[src/rtl/mem_bus_pkg.sv]
// Shared types and defaults for the external memory cycle controller.
package mem_bus_pkg;

  typedef enum logic [2:0] {
    IDLE    = 3'd0,
    SETUP   = 3'd1,
    ACCESS  = 3'd2,
    RECOVER = 3'd3,
    DONE    = 3'd4
  } mem_state_e;

  localparam int unsigned ROM_WAIT_DEF = 1;
  localparam int unsigned RAM_WAIT_DEF = 3;
  localparam int unsigned WE_SETUP_DEF = 1;
  localparam int unsigned CNT_W_DEF    = 4;
  localparam int unsigned CYC_CNT_W    = 16;

  typedef struct packed {
    logic wait_n;
    logic ce_n;
    logic oe_n;
    logic we_n;
    logic rd_latch;
  } mem_strobe_t;

  localparam mem_strobe_t STROBE_IDLE = '{wait_n: 1'b1, ce_n: 1'b1, oe_n: 1'b1,
                                          we_n: 1'b1, rd_latch: 1'b0};

  // An access window of zero clocks is meaningless; treat it as one.
  function automatic int unsigned clamp_wait(input int unsigned w);
    return (w == 0) ? 1 : w;
  endfunction

endpackage

[src/rtl/ext_mem_cycle_ctrl_wait_counter.sv]
// Loadable down-counter timing the SETUP and ACCESS windows; tc_c flags count==1.
module wait_counter
  import mem_bus_pkg::*;
#(
  parameter int unsigned CNT_W = CNT_W_DEF
) (
  input  logic             clock,
  input  logic             reset,
  input  logic             load,
  input  logic             dec,
  input  logic [CNT_W-1:0] load_val,
  output logic             tc_c
);

  logic [CNT_W-1:0] count;

  always_ff @(posedge clock) begin
    if (reset) begin
      count <= '0;
    end else if (load) begin
      count <= load_val;
    end else if (dec && (count != '0)) begin
      count <= count - CNT_W'(1);
    end
  end

  assign tc_c = (count == CNT_W'(1));

endmodule

[src/rtl/ext_mem_cycle_ctrl.sv]
// Sequences one external SRAM/ROM access per Z80 memory cycle and stalls the CPU via wait_n.
// Optional completed-access counter enabled by defining MEM_CYCLE_CNT_EN.
module ext_mem_cycle_ctrl
  import mem_bus_pkg::*;
#(
  parameter int unsigned ROM_WAIT = ROM_WAIT_DEF,
  parameter int unsigned RAM_WAIT = RAM_WAIT_DEF,
  parameter int unsigned WE_SETUP = WE_SETUP_DEF,
  parameter int unsigned CNT_W    = CNT_W_DEF
) (
  input  logic                 clock,
  input  logic                 reset,
  input  logic                 rom_cs,
  input  logic                 ram_cs,
  input  logic                 memread,
  input  logic                 memwrite,
  output logic                 wait_n,
  output logic                 mem_ce_n,
  output logic                 mem_oe_n,
  output logic                 mem_we_n,
  output logic                 rd_latch,
  output logic [CYC_CNT_W-1:0] cycle_cnt
);

  localparam logic [CNT_W-1:0] ROM_CNT   = CNT_W'(clamp_wait(ROM_WAIT));
  localparam logic [CNT_W-1:0] RAM_CNT   = CNT_W'(clamp_wait(RAM_WAIT));
  localparam logic [CNT_W-1:0] SETUP_CNT = CNT_W'(WE_SETUP);

  mem_state_e       state, state_d;
  mem_strobe_t      strb, strb_d;
  logic             is_wr, is_wr_d;
  logic             cnt_load, cnt_dec, tc_c;
  logic [CNT_W-1:0] cnt_val;
  logic             start_c;

  assign start_c = (rom_cs | ram_cs) & (memread | memwrite);

  wait_counter #(.CNT_W(CNT_W)) u_wait_counter (
    .clock    (clock),
    .reset    (reset),
    .load     (cnt_load),
    .dec      (cnt_dec),
    .load_val (cnt_val),
    .tc_c     (tc_c)
  );

  always_ff @(posedge clock) begin
    if (reset) begin
      state <= IDLE;
      strb  <= STROBE_IDLE;
      is_wr <= 1'b0;
    end else begin
      state <= state_d;
      strb  <= strb_d;
      is_wr <= is_wr_d;
    end
  end

  // Next state plus strobes decoded from the state being entered, so they are registered.
  always_comb begin
    state_d  = state;
    strb_d   = STROBE_IDLE;
    is_wr_d  = is_wr;
    cnt_load = 1'b0;
    cnt_dec  = 1'b0;
    cnt_val  = '0;

    unique case (state)
      IDLE: begin
        if (start_c) begin
          is_wr_d = ram_cs & ~rom_cs & memwrite;
          if (rom_cs & memwrite & ~memread) begin
            state_d = DONE;
          end else if (is_wr_d && (WE_SETUP != 0)) begin
            state_d  = SETUP;
            cnt_load = 1'b1;
            cnt_val  = SETUP_CNT;
          end else begin
            state_d  = ACCESS;
            cnt_load = 1'b1;
            cnt_val  = rom_cs ? ROM_CNT : RAM_CNT;
          end
        end
      end
      SETUP: begin
        if (tc_c) begin
          state_d  = ACCESS;
          cnt_load = 1'b1;
          cnt_val  = RAM_CNT;
        end else begin
          cnt_dec = 1'b1;
        end
      end
      ACCESS: begin
        if (tc_c) state_d = RECOVER;
        else      cnt_dec = 1'b1;
      end
      RECOVER: state_d = DONE;
      DONE: begin
        if (!(memread | memwrite)) state_d = IDLE;
      end
      default: state_d = IDLE;
    endcase

    unique case (state_d)
      SETUP: begin
        strb_d.wait_n = 1'b0;
        strb_d.ce_n   = 1'b0;
      end
      ACCESS: begin
        strb_d.wait_n = 1'b0;
        strb_d.ce_n   = 1'b0;
        strb_d.oe_n   = is_wr_d;
        strb_d.we_n   = ~is_wr_d;
      end
      RECOVER: begin
        strb_d.ce_n     = 1'b0;
        strb_d.rd_latch = ~is_wr_d;
      end
      default: strb_d = STROBE_IDLE;
    endcase
  end

  assign wait_n   = strb.wait_n;
  assign mem_ce_n = strb.ce_n;
  assign mem_oe_n = strb.oe_n;
  assign mem_we_n = strb.we_n;
  assign rd_latch = strb.rd_latch;

`ifdef MEM_CYCLE_CNT_EN
  logic [CYC_CNT_W-1:0] cyc_q;

  // Counts each completed access on its entry into RECOVER.
  always_ff @(posedge clock) begin
    if (reset) begin
      cyc_q <= '0;
    end else if ((state == ACCESS) && tc_c) begin
      cyc_q <= cyc_q + CYC_CNT_W'(1);
    end
  end

  assign cycle_cnt = cyc_q;
`else
  assign cycle_cnt = '0;
`endif

endmodule

[config.mk]
export PLATFORM = sky130hd
export DESIGN_NAME = ext_mem_cycle_ctrl
export DESIGN_NICKNAME = d
export VERILOG_FILES = /design/src/rtl/mem_bus_pkg.sv /design/src/rtl/ext_mem_cycle_ctrl_wait_counter.sv /design/src/rtl/ext_mem_cycle_ctrl.sv
export SDC_FILE = /design/constraint.sdc
export NUM_CORES = 1
export LEC_CHECK = 0
export CAP_MARGIN = 10
export CORE_AREA = 10 10 72 56
export CTS_BUF_LIST = sky130_fd_sc_hd__clkbuf_8
export DETAILED_ROUTE_END_ITERATION = 7
export DIE_AREA = 0 0 82 66
export PLACE_DENSITY = 0.59
export SLEW_MARGIN = 0
export SYNTH_ARGS = -nofsm -noshare
export SYNTH_HDL_FRONTEND = slang
export SYNTH_SLANG_ARGS = --single-unit
export TNS_END_PERCENT = 50
[constraint.sdc]
create_clock -name clock -period 2.3 [get_ports clock]
set_clock_uncertainty 0.2 [all_clocks]
set_input_delay 0.345 -clock clock [delete_from_list [all_inputs] [get_ports clock]]
set_output_delay 0.345 -clock clock [all_outputs]
set_load 0.01 [all_outputs]
# [Word level (Yosys, flattened, before mapping)]
# Index checks and enable logic that the tools add are counted.
[classes] n_reduce_logical=9 bitwise_logic=12 eq_ne=8 n_addsub=1 mux=25
[op_table] cell="3-bit two-way mux" n=5
[op_table] cell="3-bit case mux with 5 select lines" n=1
[op_table] cell="3-bit by 2-bit equality test with 1-bit output (second input constant)" n=4
[op_table] cell="2-bit two-way mux" n=6
[op_table] cell="1-bit two-way mux" n=9
[op_table] cell="4-bit two-way mux" n=2
[op_table] cell="2-bit OR reduction" n=4
[op_table] cell="3-bit by 1-bit equality test with 1-bit output (second input constant)" n=2
[op_table] cell="1-bit bitwise AND" n=5
[op_table] cell="1-bit inverter" n=5
[op_table] cell="4-bit by 1-bit equality test with 1-bit output (second input constant)" n=1
[op_table] cell="2-bit case mux with 2 select lines" n=1
[op_table] cell="4-bit nonzero test" n=1
[op_table] cell="4-bit by 1-bit subtractor with 4-bit output (second input constant)" n=1
[op_table] cell="3-bit equality test (second input constant)" n=1
[op_table] cell="3-bit zero test" n=1
[op_table] cell="3-bit OR reduction" n=1
[op_table] cell="1-bit bitwise OR" n=2
[op_table] cell="1-bit case mux with 2 select lines" n=1
[op_table] cell="2-bit nonzero test" n=1
[op_table] cell="1-bit logical AND" n=1
[word_totals] inputBits=6 register_bits=13 out_inout_bits=21

# [Logic depth before layout (Yosys ltp)]
# Gate-level depths: netlist (run 1).
[logic_depth] depth_word=10 depth_mapped=6

# [Cells and area by module]
# Synthesis (run 1) repeated with hierarchy kept, for this count alone.
[hier_totals] cells_unflattened=102 area_unflattened_um2=932.1
[by_module_without_submodules] module="ext_mem_cycle_ctrl" cells_each=69 instances=1 area_per_inst_um2=645.6
[by_module_without_submodules] module="wait_counter" cells_each=33 instances=1 area_per_inst_um2=286.5

# [Worst setup path after synthesis (run 1)]
# No wires, ideal clock.
[synth_timing] kind="flip-flop to flip-flop" from="register u_wait_counter.count[0]" to="register u_wait_counter.count[1]" period_less_slack_ns=2.054 t_arrival_ns=1.768 path_slack_ns=0.246 path_buffers=0 required_time_ns=2.014 stages_incl_launch_ff=7 cell_sequence="dfxtp_1 > inv_1 > ha_1 > or2_2 > a211oi_1 > mux2_2 > a211oi_1"
[synth_between] elab_chain_len=5 elab_cells_between_ends=13 cone_classes="add/sub: 1; eq/ne: 1; mux: 8; reduce/logical: 3"
[synth_lines] item="from (decl)" line="ext_mem_cycle_ctrl_wait_counter.sv:15" rtl="logic [CNT_W-1:0] count;"
[synth_lines] item="from (signal assigned)" line="ext_mem_cycle_ctrl_wait_counter.sv:21" rtl="count <= load_val;"
[synth_lines] item="from (signal assigned)" line="ext_mem_cycle_ctrl_wait_counter.sv:23" rtl="count <= count - CNT_W'(1);"
[synth_lines] item="parallel branches: the longest is 5 deep, another holds 4-bit by 1-bit subtractor with 4-bit output"
# Several ways; the timed one is not identified. The select of a mux whose other input is x is not followed.
# A chain may end at the register's enable or synchronous reset.

# [Worst setup path in the final report (run 1)]
[layout_timing] from="register u_wait_counter.count[0]" to="register strb (netlist bit mem_oe_n)"
[layout_between] elab_chain_len=6 elab_cells_between_ends=7 cone_classes="eq/ne: 2; mux: 3; bitwise: 1; reduce/logical: 1"
[layout_lines] item="4-bit by 1-bit equality test with 1-bit output *" line="ext_mem_cycle_ctrl_wait_counter.sv:27" rtl="assign tc_c = (count == CNT_W'(1));"
[layout_lines] item="3-bit two-way mux, on equally long branches" line="ext_mem_cycle_ctrl.sv:95, ext_mem_cycle_ctrl.sv:86"
[layout_lines] item="3-bit case mux with 5 select lines *" line="ext_mem_cycle_ctrl.sv:68" rtl="unique case (state)"
[layout_lines] item="3-bit by 2-bit equality test with 1-bit output *" line="ext_mem_cycle_ctrl.sv:105" rtl="unique case (state_d)"
[layout_lines] item="1-bit inverter (no source line) *"
[layout_lines] item="2-bit OR reduction (no source line) *"
[layout_lines] item="to (signal assigned)" line="ext_mem_cycle_ctrl.sv:54" rtl="strb <= strb_d;"
[layout_lines] item="to (decl)" line="ext_mem_cycle_ctrl.sv:30" rtl="mem_strobe_t strb, strb_d;"
# Mark *: on every way between the ends. The rest lies on a longest branch, timed or not.

==> results.toml, run 1 <==
[outcome]
status = "complete, no violations"

[power_and_ir_drop]
switchingPower_mw = 0.2006
p_int_mw = 0.4603
powerDensity_nw_per_um2 = 695.9
irDropWorstVdd_uv = 211.3
p_seq_frac = 0.404
power_mw = 0.6609
p_leak_nw = 0.3637
pwr-share-clk = 0.301
pwr-share-comb = 0.295
swShare = 0.3035

[global_routing]
grt_max_degree = 12
grt_usage = 0.07007
grt_pass1_vias = 678
overflow = 0
grt_pass1_wl_mm = 3.022
antenna_found_initial = 0

[yosys]
synth_cell_types = 38
netlist_area_sq_um = 833.3
yosysSeqAreaShare = 0.3123
synth_area_per_cell_sq_um = 8.865
synth_flop_cell = "dfxtp_1"
synth.most_common_cell = "buf_4"
async_flop_share = 0
yosysWarnings = 0
syn_inst = 94
synth_top_area_cell = "dfxtp_1"
netlist_top_cells_count = "17 x buf_4, 13 x dfxtp_1, 9 x nor2_1, 5 x a21oi_1"
synth_top_area_share = 0.3123
synth_seq_cells = 13
synth_edf_count = 0
synth.area.top_cells = "dfxtp_1 31%, buf_4 15%, nor2_1 4.1%"

[cells_and_area]
fin_nets = 114
syn_to_final_growth_pct = 13.96
drive_gt1_frac = 0.1238
fin_cells = 141
antenna_cells = 0

[drt]
totalWireLength_mm = 1.772
drc_errors = 0
detail-route-antenna-nets = 0
wl_per_cell_microns = 12.57
via_per_inst = 4.617
drt_iter0_drc = 33
vias = 651
dr.pass1.iters = 4

[sta]
timing.fmax_mhz = 463.1
fin_crit_ns = 2.160
setup_viol = 0
drv_slew = 0
setup_tns_ns = 0
finalHoldViolations = 0
finalCritPeriodShare = 0.9390
rsz0062_at_grt = "false"

[cts]
insertion_delay_ns = 0.24
cts_sinks = 13
cts_tree = "built"
cts_setup_buffers = 0
cts_buffers = 3
hold_buffers = 0
cts-root-buf = "clkbuf_8"
ctsLongestPathBuffers = 2
cts.reportedPaths.clkPinSlew_ns = 0.06
cts_htree_levels = 1

[hold_path]
whs_path_depth = 2
hp-class = "reg2reg"
worstHoldStart = "u_wait_counter.count[3]"
holdPathEnd = "u_wait_counter.count[3]"

[die]
die_area_sq_um = 5412
ios = 27
die_w_microns = 82
row_count = 16
initial_core_util = 0.3106
die_h_microns = 66
coreArea_sq_um = 2683

[critical_path]
cp.arrival_ns = 2.06
crit_required_ns = 2.20
worstSetupEndpointType = "flip-flop"
rr_worst_depth = 5
critPathLaunchType = "flip-flop"
r2r_slack_ns = 0.14
reg2reg_to = "mem_oe_n"
critical_path_class = "reg2reg"
path_max_fanout = 4
timing.rr.start = "u_wait_counter.count[0]"

[run]
drv_cap = 0

[placed_design]
numPortBuffers = 10
gp_congestion = 0.7651
placedCellCount = 137
dp_hpwl_mm = 1.417
[kinds of logic (layout without fill, tap and decap cells)]
family / count (synthesis) / after routing / share of synthesized area
AOI/OAI and AO/OA: 17 / 17 / 0.1622
xor gates and xnor gates: 3 / 3 / 0.03154
adders and majority gates: 2 / 2 / 0.03003
buffers and inverters: 22 / 18 / 0.1847
DFF: 13 / 13 / 0.3123
muxes: 1 / 1 / 0.01351
other: 1 / 16 / 0.004500
and+or+nand+nor: 35 / 35 / 0.2613
[worst max-delay path by stage]
stage,endpoint,slack [ns],cells past startpoint,start
2_1_floorplan,u_wait_counter.count[1],0.25,6,u_wait_counter.count[0]
3_3_place_gp,mem_oe_n,0.09,5,memwrite
3_5_place_dp,mem_oe_n,0.06,5,memwrite
4_1_cts,u_wait_counter.count[1],0.11,6,u_wait_counter.count[1]
5_1_grt,mem_oe_n,0.003,5,u_wait_counter.count[0]
6_report,mem_oe_n,0.14,5,u_wait_counter.count[0]
[per-layer routing]
metal  part of all wire  wire length, microns  track usage  up-vias
li1                   -                     -            -      322
met1               0.48                   844      0.08493      303
met2               0.45                   801       0.1084       22
met3              0.046                    82      0.02038        4
met4              0.025                    44      0.03814        0
met5                  0                     0            0        -
[layout make-up]
class / count / area, sq um
Multi-Input combinational cell: 74 / 480.5
Timing Repair Buffer: 11 / 107.6
Sequential cell: 13 / 260.3
Inverter: 3 / 11.26
Fill cell: 297 / 1733
Clock inverter: 1 / 3.754
Clock buffer: 3 / 41.29
Tap cell: 36 / 45.04
[worst max-delay path, cell delays in order (launching register included)]
cell	delay, ns
dfxtp_1	0.38
ha_1	0.24
or3b_1	0.41
nor4b_1	0.43
a221o_1	0.26
nand3_1	0.10
[stage by stage]
stage	setup slack [ns]	instance area, sq um	utilization	hold WS (ns)
6_report	0.1404	949.7	0.3540	0.3005
5_1_grt	0.002916	949.7	0.3540	0.3880
4_1_cts	0.1062	944.7	0.3521	0.3078
3_5_place_dp	0.06031	899.6	0.3354	0.2982
3_3_place_gp	0.08805	899.6	0.3354	0.2828
2_1_floorplan	0.2461	889.6	-	0.2141
[placed cells by master, fill, tap and decap left out, drive strengths merged, types with 2 or more instances in the layout]
cell,count
and2,3
nand3,3
a21oi,5
a211oi,3
dfxtp,13
ha,2
xnor2,3
nand3b,3
nor4b,2
nor2,9
or3,5
inv,4
nand2b,2
clkdlybuf4s50,10
conb,16
clkbuf,3
a211o,2
[what timing repair did]
item                                    CTS  global route
endpoints found under the setup margin    0             1
gates resized for setup                   0             1
hold endpoints to repair                  0             0
[power groups by stage]
| stage | sequential, mW | clock [mW] | combinational, mW |
|---|---|---|---|
| floorplan | 0.267 | 0 | 0.161 |
| global placement | 0.271 | 0 | 0.186 |
| detailed placement | 0.272 | 0 | 0.189 |
| CTS | 0.267 | 0.204 | 0.190 |
| global route | 0.271 | 0.212 | 0.218 |
| finish | 0.267 | 0.199 | 0.195 |
[state kept, by name, indices dropped and copies added (netlist names)]
register / count
is_wr: 1
mem_ce_n: 1
mem_oe_n: 1
mem_we_n: 1
rd_latch: 1
state: 3
u_wait_counter.count: 4
wait_n: 1
(Power assumes the default switching activity.)
==> inputs of run 2 (changes only) <==
--- a/config.mk
+++ b/config.mk
@@ -5,11 +5,11 @@
 export SDC_FILE = /design/constraint.sdc
 export NUM_CORES = 1
 export LEC_CHECK = 0
-export CAP_MARGIN = 10
-export CORE_AREA = 10 10 72 56
+export ABC_AREA = 1
+export CORE_AREA = 10 10 73 57
 export CTS_BUF_LIST = sky130_fd_sc_hd__clkbuf_8
 export DETAILED_ROUTE_END_ITERATION = 7
-export DIE_AREA = 0 0 82 66
+export DIE_AREA = 0 0 83 67
 export PLACE_DENSITY = 0.59
 export SLEW_MARGIN = 0
 export SYNTH_ARGS = -nofsm -noshare
==> run 2 against run 1 <==
Net effect: synthesized cell count rose by 35%; count of clock-buffer cells in the layout did not move; first-iteration DRC count rose by 30%; largest cell class unchanged.
==> results.toml, run 2 <==
[yosys]
synth_xor_area_frac = 0
netlist_top_cells_count = "20 x nand2_1, 16 x buf_4, 14 x nor2_1, 13 x dfxtp_1, 11 x inv_1"
syn_inst = 127
synth_cell_types = 22
synth_top_family_by_area = "simple AND/OR/NAND/NOR gates"
synth.most_common_cell = "nand2_1"
netlist_area_sq_um = 874.6
yosys.area_share.simple = 0.3677
async_flop_share = 0
yosysSeqAreaShare = 0.2976
synth_top_area_share = 0.2976
synth_edf_count = 0
synth.area.top_cells = "dfxtp_1 30%, buf_4 14%, nand2_1 8.6%"
synth_compound_area_frac = 0.06581
synth_area_per_cell_sq_um = 6.887
yosysWarnings = 0
synth_top_area_cell = "dfxtp_1"
synth-adder-area-share = 0.02861
synth.area.mux_share = 0
synth_flop_cell = "dfxtp_1"
synth_seq_cells = 13

[hold_path]
worstHoldStart = "u_wait_counter.count[0]"
hp-class = "reg2reg"

[cells_and_area]
final_area_sq_um = 989.7
layout.filler_cells = 301
final_cell_mix = "20 x nand2_1, 16 x conb_1, 14 x nor2_1"
syn_to_final_growth_pct = 13.16
drive_gt1_frac = 0.2086
antenna_cells = 0
fin_util = 0.3635
fin_cells = 175
ff_latch_area_sq_um = 260.3
regMostFlops = "u_wait_counter.count"
final_common_cell = "nand2_1"
top_regs = "u_wait_counter.count x4, state x3"
largest_reg_flops = 4
multi_input_area_sq_um = 464.2
fin_nets = 148

[cts]
cts_htree_levels = 1
ctsLongestPathBuffers = 2
cts_sinks = 13
insertion_delay_ns = 0.24
hold_buffers = 0
cts.reportedPaths.clkPinSlew_ns = 0.06
cts_buffers = 3
cts_setup_buffers = 0
cts_tree = "built"
cts-root-buf = "clkbuf_8"
cts_resized = 0

[drt]
vias = 715
via_per_inst = 4.086
detail-route-antenna-nets = 0
wl_per_cell_microns = 9.497
dr.pass1.iters = 4
totalWireLength_mm = 1.662
drc_errors = 0
drt_iter0_drc = 43

[critical_path]
critPathLaunchType = "flip-flop"
cp.arrival_ns = 1.59
crit_required_ns = 2.25
timing.rr.start = "u_wait_counter.count[0]"
critical_path_class = "reg2reg"
critPathLaunch = "u_wait_counter.count[0]"
path_max_fanout = 4
worstSetupEndpointType = "flip-flop"

[die]
coreArea_sq_um = 2723
ios = 27
die_h_microns = 67
die_w_microns = 83
initial_core_util = 0.3212
die_area_sq_um = 5561
row_count = 16

[placed_design]
dp_hpwl_mm = 1.415
placed_area_sq_um = 944.7
place_ws_ns = 0.4385
numPortBuffers = 10
placedCellCount = 171
gp_congestion = 0.8233

[global_routing]
grt_pass1_vias = 710
grt_usage = 0.06185
grt_pass1_wl_mm = 2.842
overflow = 0
antenna_found_initial = 0
grt_max_degree = 9

[sta]
drv_slew = 0
finalCritPeriodShare = 0.7156
setup_tns_ns = 0
rsz0062_at_grt = "false"
finalHoldViolations = 0
setup_viol = 0
holdWs_ns = 0.3170
setup_ws_ns = 0.6541
fin_crit_ns = 1.646
timing.fmax_mhz = 607.6

[power_and_ir_drop]
p_leak_nw = 0.4877
irDropWorstVdd_uv = 214.5
powerDensity_nw_per_um2 = 856.0
power_mw = 0.8472

[outcome]
status = "complete, no violations"

[run]
drv_cap = 0
## run 2: cell types whose count changed after synthesis, moves of 5 or more
cell,previous run,this run
nand2_1,1,20
nor2_1,9,14
inv_1,3,11
inv_2,0,9
nor2_2,0,8
nand2_2,0,5
## run 2: critical path: stages (launching register included)
cell     delay [ns]
dfxtp_1        0.39
inv_1          0.08
ha_1           0.22
o21ai_1        0.23
nand2_2        0.13
nor2_2         0.12
nand3_1        0.08
nand2_1        0.07
nor2_2         0.03
## run 2: final timing paths
path                                           endpoint  slack [ns]  depth (start not counted)
worst max-delay path            u_wait_counter.count[3]        0.65                          8
worst min-delay path            u_wait_counter.count[0]        0.32                          2
worst min register to register  u_wait_counter.count[0]        0.32                          2
worst max register to register  u_wait_counter.count[3]        0.65                          8
## run 2: area by class of cell
type,count,share of cell area
sequential,13,0.2630
timing repair buffer,10,0.1011
multi-input combinational,92,0.4690
inverter,20,0.07585
clock inverter,1,0.003793
tap,36,0.04551
clock buffer,3,0.04172
## run 2: routing by layer
layer | vias up | global-route usage | part of all wire
li1 | 385 | - | -
met1 | 301 | 0.06402 | 0.48
met2 | 27 | 0.1019 | 0.44
met3 | 2 | 0.03281 | 0.070
met4 | 0 | 0.03178 | 0.0078
met5 | - | 0 | 0
## run 2: logic make-up after synthesis
kind of cell,count (synthesis)
and+or+nand+nor,63
other,1
AOI/OAI and AO/OA,11
adders and majority gates,2
buffers and inverters,37
DFF,13
## run 2: where the power goes
part,internal (mW),total (mW),switching [mW]
Clock,0.118,0.198,0.0803
Sequential,0.267,0.295,0.0280
Combinational,0.136,0.354,0.218
Total,0.521,0.847,0.326
==> inputs of run 3 (changes only) <==
--- a/config.mk
+++ b/config.mk
@@ -10,7 +10,7 @@
 export CTS_BUF_LIST = sky130_fd_sc_hd__clkbuf_8
 export DETAILED_ROUTE_END_ITERATION = 7
 export DIE_AREA = 0 0 83 67
-export PLACE_DENSITY = 0.59
+export PLACE_DENSITY = 0.61
 export SLEW_MARGIN = 0
 export SYNTH_ARGS = -nofsm -noshare
 export SYNTH_HDL_FRONTEND = slang
==> constraint.sdc (replaced) <==
create_clock -name clock -period 1.5 [get_ports clock]
set_clock_uncertainty 0.2 [all_clocks]
set_input_delay 0.225 -clock clock [delete_from_list [all_inputs] [get_ports clock]]
set_output_delay 0.225 -clock clock [all_outputs]
set_load 0.01 [all_outputs]
==> run 3 against run 2 <==
Net effect: highest routed layer unchanged; global-route usage is 0.41 points higher; combinational power increased by 110%; critical path depth grew 1; non-clock buffer count increased by 11; sequential power rose by 56%; first-iteration DRC count rose by 26%; count of clock-buffer cells in the layout is the same; register-to-register slack worse by 0.62 ns; clock power increased by 50%.
==> results.toml, run 3 (synthesis results as in run 2) <==
[outcome]
status = "complete, no violations"

[critical_path]
crit_path_max_incr_delay_ns = 0.33
critPathSlowestCell = "dfxtp_2"
cp.arrival_ns = 1.40
critical_path.most_common_cell = "nand2_2"
critical_path_class = "reg2reg"
path_max_fanout = 5
critPathLaunchType = "flip-flop"
crit_required_ns = 1.43
worstSetupEndpointType = "flip-flop"
path_cells = "buf_6 > ha_4 > nand2_4 > inv_2 > nand2_2 > nand2_2 > nor2_4 > buf_4 > nor2_1"

[cells_and_area]
top_regs = "u_wait_counter.count x4, state x3"
regMostFlops = "u_wait_counter.count"
antenna_cells = 0
final_cell_mix = "16 x nand2_1, 16 x conb_1, 13 x nor2_1"
drive_gt1_frac = 0.3667
fin_nets = 159
largest_reg_flops = 4
syn_to_final_growth_pct = 34.34

[power_and_ir_drop]
power_mw = 1.506
switchingPower_mw = 0.5973
irDropWorstVdd_uv = 332.0
pwr-share-comb = 0.498
p_leak_nw = 0.5913
powerDensity_nw_per_um2 = 1282
pwr-share-clk = 0.197
p_int_mw = 0.9086
p_seq_frac = 0.305
swShare = 0.3966

[die]
die_area_sq_um = 5561
row_count = 16
coreArea_sq_um = 2723
initial_core_util = 0.3212
die_h_microns = 67
ios = 27
die_w_microns = 83

[placed_design]
dp_hpwl_mm = 1.473
gp_congestion = 0.8334
place_ws_ns = -0.2349
numPortBuffers = 10

[cts]
ctsLongestPathBuffers = 2
hold_buffers = 0
cts_tree = "built"
insertion_delay_ns = 0.24
cts_htree_levels = 1
cts_buffers = 3
cts-root-buf = "clkbuf_8"
cts.reportedPaths.clkPinSlew_ns = 0.05
cts_sinks = 13

[run]
drv_cap = 0

[sta]
finalHoldViolations = 0
setup_ws_ns = 0.03017
fin_crit_ns = 1.470
timing.fmax_mhz = 680.3
setup_viol = 0
finalCritPeriodShare = 0.9799
drv_slew = 0
rsz0062_at_grt = "true"

[global_routing]
grt_pass1_wl_mm = 3.063
overflow = 0
grt_pass1_vias = 772
grt_usage = 0.06590
grt_max_degree = 8
antenna_found_initial = 0

[drt]
wl_per_cell_microns = 10.69
drc_errors = 0
detail-route-antenna-nets = 0
totalWireLength_mm = 1.989
via_per_inst = 4.263
dr.pass1.iters = 4
vias = 793
drt_iter0_drc = 54

[hold_path]
hp-class = "reg2reg"
-- run 3: cell count changes in the layout (fill, tap and decap cells not counted), moves of 3 or more --
cell,previous run,this run
buf_4,0,10
clkdlybuf4s50_1,10,2
dlygate4sd2_1,0,4
dlymetal6s2s_1,0,4
nand2_1,20,16
nand3_1,6,3
nand3_2,2,5
-- run 3: cell type report --
class / instances / area, sq um
clock buffer: 3 / 41.29
clock inverter: 1 / 3.754
fill: 274 / 1548
inverter: 20 / 77.57
multi-input combinational: 92 / 553.0
sequential: 13 / 262.8
tap: 36 / 45.04
timing repair buffer: 21 / 191.4
-- run 3: final timing paths --
path / startpoint / end / slack, ns / cells after the start
hold reg to reg: is_wr / mem_oe_n / 0.32 / 2
setup / recovery: u_wait_counter.count[0] / state[0] / 0.03 / 9
setup reg to reg: u_wait_counter.count[0] / state[0] / 0.03 / 9
hold / removal: is_wr / mem_oe_n / 0.32 / 2
-- run 3: critical path: cells and delay by family, from the launching register on --
family                   cells  cell delay [ns]
buffers and inverters        3             0.28
adder cells (fa/ha/maj)      1             0.16
AND/OR/NAND/NOR              5             0.38
flip-flops                   1             0.33
-- run 3: through the flow --
step	instances	instance area (sq um)	hold WS (ns)	TNS, ns	utilization
3_5_place_dp	178	1001	0.2951	-2.112	0.3676
6_report	186	1175	0.3169	0	0.4315
5_1_grt	186	1175	0.3457	-0.1253	0.4315
3_3_place_gp	178	1001	0.3113	-1.592	0.3676
4_1_cts	184	1090	0.3199	0	0.4003
2_1_floorplan	142	934.6	0.2080	0	-
-- run 3: layer usage --
layer | routed length (microns) | vias up | track usage
li1 | - | 406 | -
met1 | 890 | 361 | 0.06465
met2 | 971 | 24 | 0.1212
met3 | 109 | 2 | 0.03281
met4 | 17 | 0 | 0.02119
met5 | 0 | - | 0
-- run 3: repair_timing --
action | in CTS | in global routing
endpoints found under the setup margin | 8 | 10
pin swaps | 5 | 10
hold endpoints to repair | 0 | 0
gates cloned | 0 | 0
gates resized for setup | 13 | 19
buffers inserted | 2 | 2
-- run 3: power groups by stage --
stage | registers [mW] | logic, mW | clock network (mW)
final | 0.460 | 0.749 | 0.297
after detailed placement | 0.455 | 0.596 | 0
after floorplan | 0.467 | 0.443 | 0
after global routing | 0.468 | 0.834 | 0.325
after CTS | 0.451 | 0.660 | 0.307
after global placement | 0.455 | 0.587 | 0
